===== src/rtl/matrix_pkg.sv =====
// Shared sizing and state types for the 3x3 matrix result path.
// Build option MATRIX_DRAIN_TRANSPOSE_EN (column-major drain order) is consumed by mm_index_counter.
package matrix_pkg;

    localparam int DATA_W   = 8;
    localparam int DIM      = 3;
    localparam int NUM_ELEM = DIM * DIM;
    localparam int IDX_W    = $clog2(NUM_ELEM);
    localparam int RC_W     = 2;

    typedef enum logic {
        IDLE   = 1'b0,
        STREAM = 1'b1
    } drain_state_t;

endpackage


===== src/rtl/mm_index_counter.sv =====
// Row/col walker with enable, sync clear and wrap; registered position plus one-step lookahead, zero latency.
// No backpressure of its own: holds while en=0. MATRIX_DRAIN_TRANSPOSE_EN walks column-major instead of row-major.
module mm_index_counter
    import matrix_pkg::*;
#(
    parameter int SIDE     = DIM,
    parameter int IDX_BITS = IDX_W,
    parameter int RC_BITS  = RC_W
) (
    input  logic                clk,
    input  logic                reset,
    input  logic                clear,
    input  logic                en,
    output logic [RC_BITS-1:0]  row,
    output logic [RC_BITS-1:0]  col,
    output logic [IDX_BITS-1:0] flat,
    output logic                at_last,
    output logic [IDX_BITS-1:0] nxt_flat,
    output logic                nxt_at_last
);

    localparam logic [RC_BITS-1:0] EDGE = RC_BITS'(SIDE - 1);

    logic [RC_BITS-1:0] nxt_row;
    logic [RC_BITS-1:0] nxt_col;

    always_comb begin
        nxt_row = row;
        nxt_col = col;
`ifdef MATRIX_DRAIN_TRANSPOSE_EN
        if (row == EDGE) begin
            nxt_row = '0;
            nxt_col = (col == EDGE) ? '0 : col + 1'b1;
        end else begin
            nxt_row = row + 1'b1;
        end
`else
        if (col == EDGE) begin
            nxt_col = '0;
            nxt_row = (row == EDGE) ? '0 : row + 1'b1;
        end else begin
            nxt_col = col + 1'b1;
        end
`endif
        // flat always names the source position, whatever the walk order
        nxt_flat    = IDX_BITS'(32'(nxt_row) * SIDE + 32'(nxt_col));
        nxt_at_last = (nxt_row == EDGE) && (nxt_col == EDGE);
    end

    always_ff @(posedge clk or negedge reset) begin
        if (!reset) begin
            row     <= '0;
            col     <= '0;
            flat    <= '0;
            at_last <= 1'b0;
        end else if (clear) begin
            row     <= '0;
            col     <= '0;
            flat    <= '0;
            at_last <= (SIDE == 1);
        end else if (en) begin
            row     <= nxt_row;
            col     <= nxt_col;
            flat    <= nxt_flat;
            at_last <= nxt_at_last;
        end
    end

endmodule


===== src/rtl/matrix_result_drain.sv =====
// Snapshots the 3x3 product on done and streams it out one word per valid/ready beat; first beat 1 cycle after done.
// Output regs hold while out_ready=0; done during a stream is dropped and flagged. MATRIX_DRAIN_TRANSPOSE_EN = column-major.
module matrix_result_drain #(
    parameter int DATA_W = matrix_pkg::DATA_W,
    parameter int DIM    = matrix_pkg::DIM
) (
    input  logic                      clk,
    input  logic                      reset,
    input  logic                      done,
    input  logic [DIM*DIM*DATA_W-1:0] m_flat,
    output logic [DATA_W-1:0]         out_data,
    output logic [1:0]                out_row,
    output logic [1:0]                out_col,
    output logic                      out_valid,
    input  logic                      out_ready,
    output logic                      out_last,
    output logic                      busy,
    output logic                      overrun
);
    import matrix_pkg::*;

    localparam int N_ELEM = DIM * DIM;
    localparam int IX_W   = (N_ELEM > 1) ? $clog2(N_ELEM) : 1;

    drain_state_t      state;
    logic [DATA_W-1:0] snap [N_ELEM];

    logic [1:0]      row;
    logic [1:0]      col;
    logic [IX_W-1:0] flat;
    logic [IX_W-1:0] nxt_flat;
    logic            at_last;
    logic            nxt_at_last;

    logic hs;
    logic last_hs;
    logic capture;
    logic cnt_clr;
    logic cnt_en;

    always_comb begin
        hs      = out_valid && out_ready;
        last_hs = (state == STREAM) && hs && at_last;
        // a done landing on the final beat is a legal back-to-back launch
        capture = done && ((state == IDLE) || last_hs);
        cnt_clr = capture || last_hs;
        cnt_en  = (state == STREAM) && hs && !at_last;
    end

    mm_index_counter #(
        .SIDE     (DIM),
        .IDX_BITS (IX_W),
        .RC_BITS  (2)
    ) u_idx (
        .clk         (clk),
        .reset       (reset),
        .clear       (cnt_clr),
        .en          (cnt_en),
        .row         (row),
        .col         (col),
        .flat        (flat),
        .at_last     (at_last),
        .nxt_flat    (nxt_flat),
        .nxt_at_last (nxt_at_last)
    );

    assign out_row = row;
    assign out_col = col;

    always_ff @(posedge clk or negedge reset) begin
        if (!reset) begin
            state     <= IDLE;
            out_valid <= 1'b0;
            out_last  <= 1'b0;
            out_data  <= '0;
            busy      <= 1'b0;
            overrun   <= 1'b0;
            for (int n = 0; n < N_ELEM; n++) snap[n] <= '0;
        end else begin
            if (done && (state == STREAM) && !last_hs) overrun <= 1'b1;

            if (capture) begin
                for (int n = 0; n < N_ELEM; n++) snap[n] <= m_flat[n*DATA_W +: DATA_W];
                out_data  <= m_flat[DATA_W-1:0];
                out_valid <= 1'b1;
                out_last  <= (N_ELEM == 1);
                busy      <= 1'b1;
                state     <= STREAM;
            end else if (last_hs) begin
                out_data  <= '0;
                out_valid <= 1'b0;
                out_last  <= 1'b0;
                busy      <= 1'b0;
                state     <= IDLE;
            end else if (cnt_en) begin
                out_data  <= snap[nxt_flat];
                out_last  <= nxt_at_last;
            end
        end
    end

    flat_in_range: assert property (@(posedge clk) disable iff (!reset) flat < IX_W'(N_ELEM));

endmodule


===== config.mk =====
export PLATFORM = sky130hd
export DESIGN_NAME = matrix_result_drain
export DESIGN_NICKNAME = d
export VERILOG_FILES = /design/src/rtl/matrix_pkg.sv /design/src/rtl/mm_index_counter.sv /design/src/rtl/matrix_result_drain.sv
export SDC_FILE = /design/constraint.sdc
export NUM_CORES = 1
export LEC_CHECK = 0
export ABC_CLOCK_PERIOD_IN_PS = 4800
export BUFFER_PORTS_ARGS = -buffer_cell sky130_fd_sc_hd__buf_2
export CELL_PAD_IN_SITES_DETAIL_PLACEMENT = 1
export CELL_PAD_IN_SITES_GLOBAL_PLACEMENT = 1
export CORE_MARGIN = 1.5
export CORE_UTILIZATION = 45
export DETAILED_ROUTE_END_ITERATION = 10
export PLACE_DENSITY = 0.79
export SLEW_MARGIN = 20
export SYNTH_ARGS = -nofsm -noshare
export SYNTH_HDL_FRONTEND = slang
export SYNTH_SLANG_ARGS = --single-unit

===== constraint.sdc =====
create_clock -name clk -period 4.8 [get_ports clk]
set_clock_uncertainty 0.1 [all_clocks]
set_input_delay 0.48 -clock clk [delete_from_list [all_inputs] [get_ports clk]]
set_output_delay 0.48 -clock clk [all_outputs]
set_load 0.02 [all_outputs]

==> flow_summary.yaml <==
status:
  status: "completed"
cts:
  cts_tree: "yes"
  root_buffer: "clkbuf_8"
  cts_sinks: 88
  clkTransAtPathRegs_ps: 90
  cts_setup_buffers: 0
  hold_buffers: 0
  cts-buffers-inserted: 9
  clock_path_buffers: 2
  cts-resized-gates: 0
  clock_latency_ps: 360
  cts_htree_levels: 3
route:
  avgViaCountPerCell: 5.209
  vias: 2641
  antenna_left: 0
  firstDrtPassIters: 4
  routedWlPerCell_um: 18.82
  drc_errors: 0
  drt-total-wl_um: 9543
  initialDrtViolationCount: 90
min_path:
  hp-class: "in2async"
global_routing:
  gr-usage-met2_pct: 29.85
  first_global_vias: 2821
  grtUsageMet1_pct: 26.80
  grt.total_usage_pct: 19.50
  grt_use_met3_pct: 4.172
  antenna_found_initial: 0
  grt.overflow.total: 0
  grt_max_degree: 89
  grt_pass1_wl_um: 15010
  top_usage_layer: "met2"
die:
  core_area_sq_um: 9684
  dieArea_sq_um: 10490
  io_pins: 92
  row_count: 36
  initial_utilization_pct: 45.94
  die_x_um: 102.4
  die_h_um: 102.4
cells_and_area:
  final_nets: 451
  drive_gt1_share_pct: 51.87
  diodes: 0
  synthToLayoutAreaGrowth_pct: 13.36
  fillers: 1005
  multi_input_area_sq_um: 1968
  stdcell_area_sq_um: 5044
  seqCellArea_sq_um: 2202
  post-route-util_pct: 52.08
setup_path:
  cp_max_fo: 11
  regToRegStartpoint: "u_idx.col[0]"
  regToRegSetupSlack_ps: 910
  critPathCaptureType: "flop"
  crit_chain: "nand2b_1, nor3b_1, a21oi_1, fa_1, inv_1, ha_1, inv_1, fa_1, nand2b_1, o221ai_1, a21oi_1, o31ai_1"
  critPathLaunchType: "flop"
  path_class: "reg2reg"
  worstRegToRegCells: 12
  arrival_ps: 4040
  rr_endpoint: "out_data[0]"
  cp_slowest_cell: "fa_1"
  slowest_delay_ps: 820
  cp.required_ps: 4950
sta:
  slew_headroom_pct: 46.05
  fmax_mhz: 257.4
  final.setup.tns_ps: 0
  rsz0062_at_grt: "false"
  tightest_slew_ps: 809.3
  slew_viol_final: 0
  timing.final.crit_share_pct: 80.94
  period_minus_slack_ps: 3885
  setup_viol: 0
  whs_ps: 77.72
  hold_viol: 0
synth:
  yosys_warnings: 0
  synthMostInstantiatedCell: "dfrtp_1"
  synth_top_flop_cell: "dfrtp_1"
  synth_edf_count: 0
  synth_top_area_share_pct: 49.49
  yosysTopAreaCell: "dfrtp_1"
  synth_cell_types: 33
  synthTopCellsByArea: "dfrtp_1 49%, mux2_4 24%, buf_12 4.5%, mux4_2 4.0%, mux2i_1 3.8%"
  ys_top_cells_by_count: "88 x dfrtp_1, 72 x mux2_4, 17 x mux2i_1"
  netlist_instances: 283
  synthArstFlopShare_pct: 100.0
  ys_seq_elements: 88
  syn_area_sq_um: 4449
  avgSynthCellArea_sq_um: 15.72
  synth_nets: 365
  synth-seq-area-share_pct: 49.49
placement:
  portBuffers: 91
  routabilityCongestion: 0.7775
  placed_area_sq_um: 4843
  hpwl_um: 6887
pwr:
  leakage_nw: 2.404
  fin_total_pwr_mw: 3.885
  ir_worst_vdd_v: 0.0003619
  p_per_area_nw_per_um2: 770.3
job:
  drv_cap: 0
==> kinds of logic (layout without fill, tap and decap cells) <==
kind of cell / after synthesis / in the layout / synth area share [%]
multiplexers: 97 / 97 / 32.17
flip-flops: 88 / 88 / 49.49
AO/OA/AOI/OAI: 43 / 43 / 7.003
buffers and inverters: 25 / 116 / 6.271
AND/OR/NAND/NOR: 23 / 23 / 2.672
adder cells (fa/ha/maj): 6 / 6 / 2.194
XOR/XNOR: 1 / 1 / 0.1969
==> how the worst max path moves through the flow <==
stage	slack, ps	endpoint	cells after the start	start
global placement	1150	out_data[2]	11	u_idx.col[0]
finish	910	out_data[0]	12	u_idx.col[0]
detailed placement	910	out_data[2]	12	u_idx.col[0]
global route	540	out_data[7]	12	u_idx.col[0]
floorplan	1340	out_data[0]	14	u_idx.col[0]
CTS	860	out_data[2]	12	u_idx.col[0]
==> registers in the layout, indices dropped and copies added (netlist names) <==
signal,cells
out_data,8
state,1
out_last,1
overrun,1
u_idx.row,2
u_idx.col,2
snap,72
u_idx.at_last,1
==> power by group <==
| part | internal, mW | total (mW) | switching [mW] |
|---|---|---|---|
| clock | 0.242 | 0.515 | 0.273 |
| sequential | 1.09 | 1.32 | 0.226 |
| combinational | 1.09 | 2.05 | 0.968 |
==> critical path, delay by kind of cell (launching register included) <==
kind | cells | cell delay [ps]
AOI/OAI and AO/OA | 4 | 1030
DFF | 1 | 440
buffers and inverters | 2 | 130
adders and majority gates | 3 | 1490
and+or+nand+nor | 3 | 600
==> area by class of cell <==
type	count	share of cell area (%)
multi-input combinational	170	39.02
inverter	5	0.3721
clock buffer	10	2.530
tap	133	3.299
sequential	88	43.66
clock inverter	6	1.364
timing repair buffer	95	9.749
==> through the flow <==
step / setup WS [ps] / std cells
2_1_floorplan: 1344 / 283
3_3_place_gp: 1150 / 491
3_5_place_dp: 908.3 / 491
4_1_cts: 863.5 / 507
5_1_grt: 536.0 / 507
6_report: 915.0 / 507
==> cell usage in the layout, fill, tap and decap left out, types with 2 or more instances in the layout <==
cell	instances
a22oi_1	8
o221ai_1	8
buf_4	4
clkinvlp_4	4
mux4_2	8
inv_1	5
a21oi_1	10
nand2b_1	3
nand2_1	4
clkbuf_8	9
fa_1	3
o31ai_1	9
mux2i_1	17
mux2_4	72
ha_1	3
a22o_1	2
o21ai_1	2
dfrtp_1	88
buf_2	90
nor2_1	10
==> layer usage <==
layer,vias to the layer above,share of wire (%)
met5,-,0
met4,0,2.0
met3,14,4.6
met2,67,48
met1,1356,45
li1,1204,-
(Power assumes the default switching activity.)
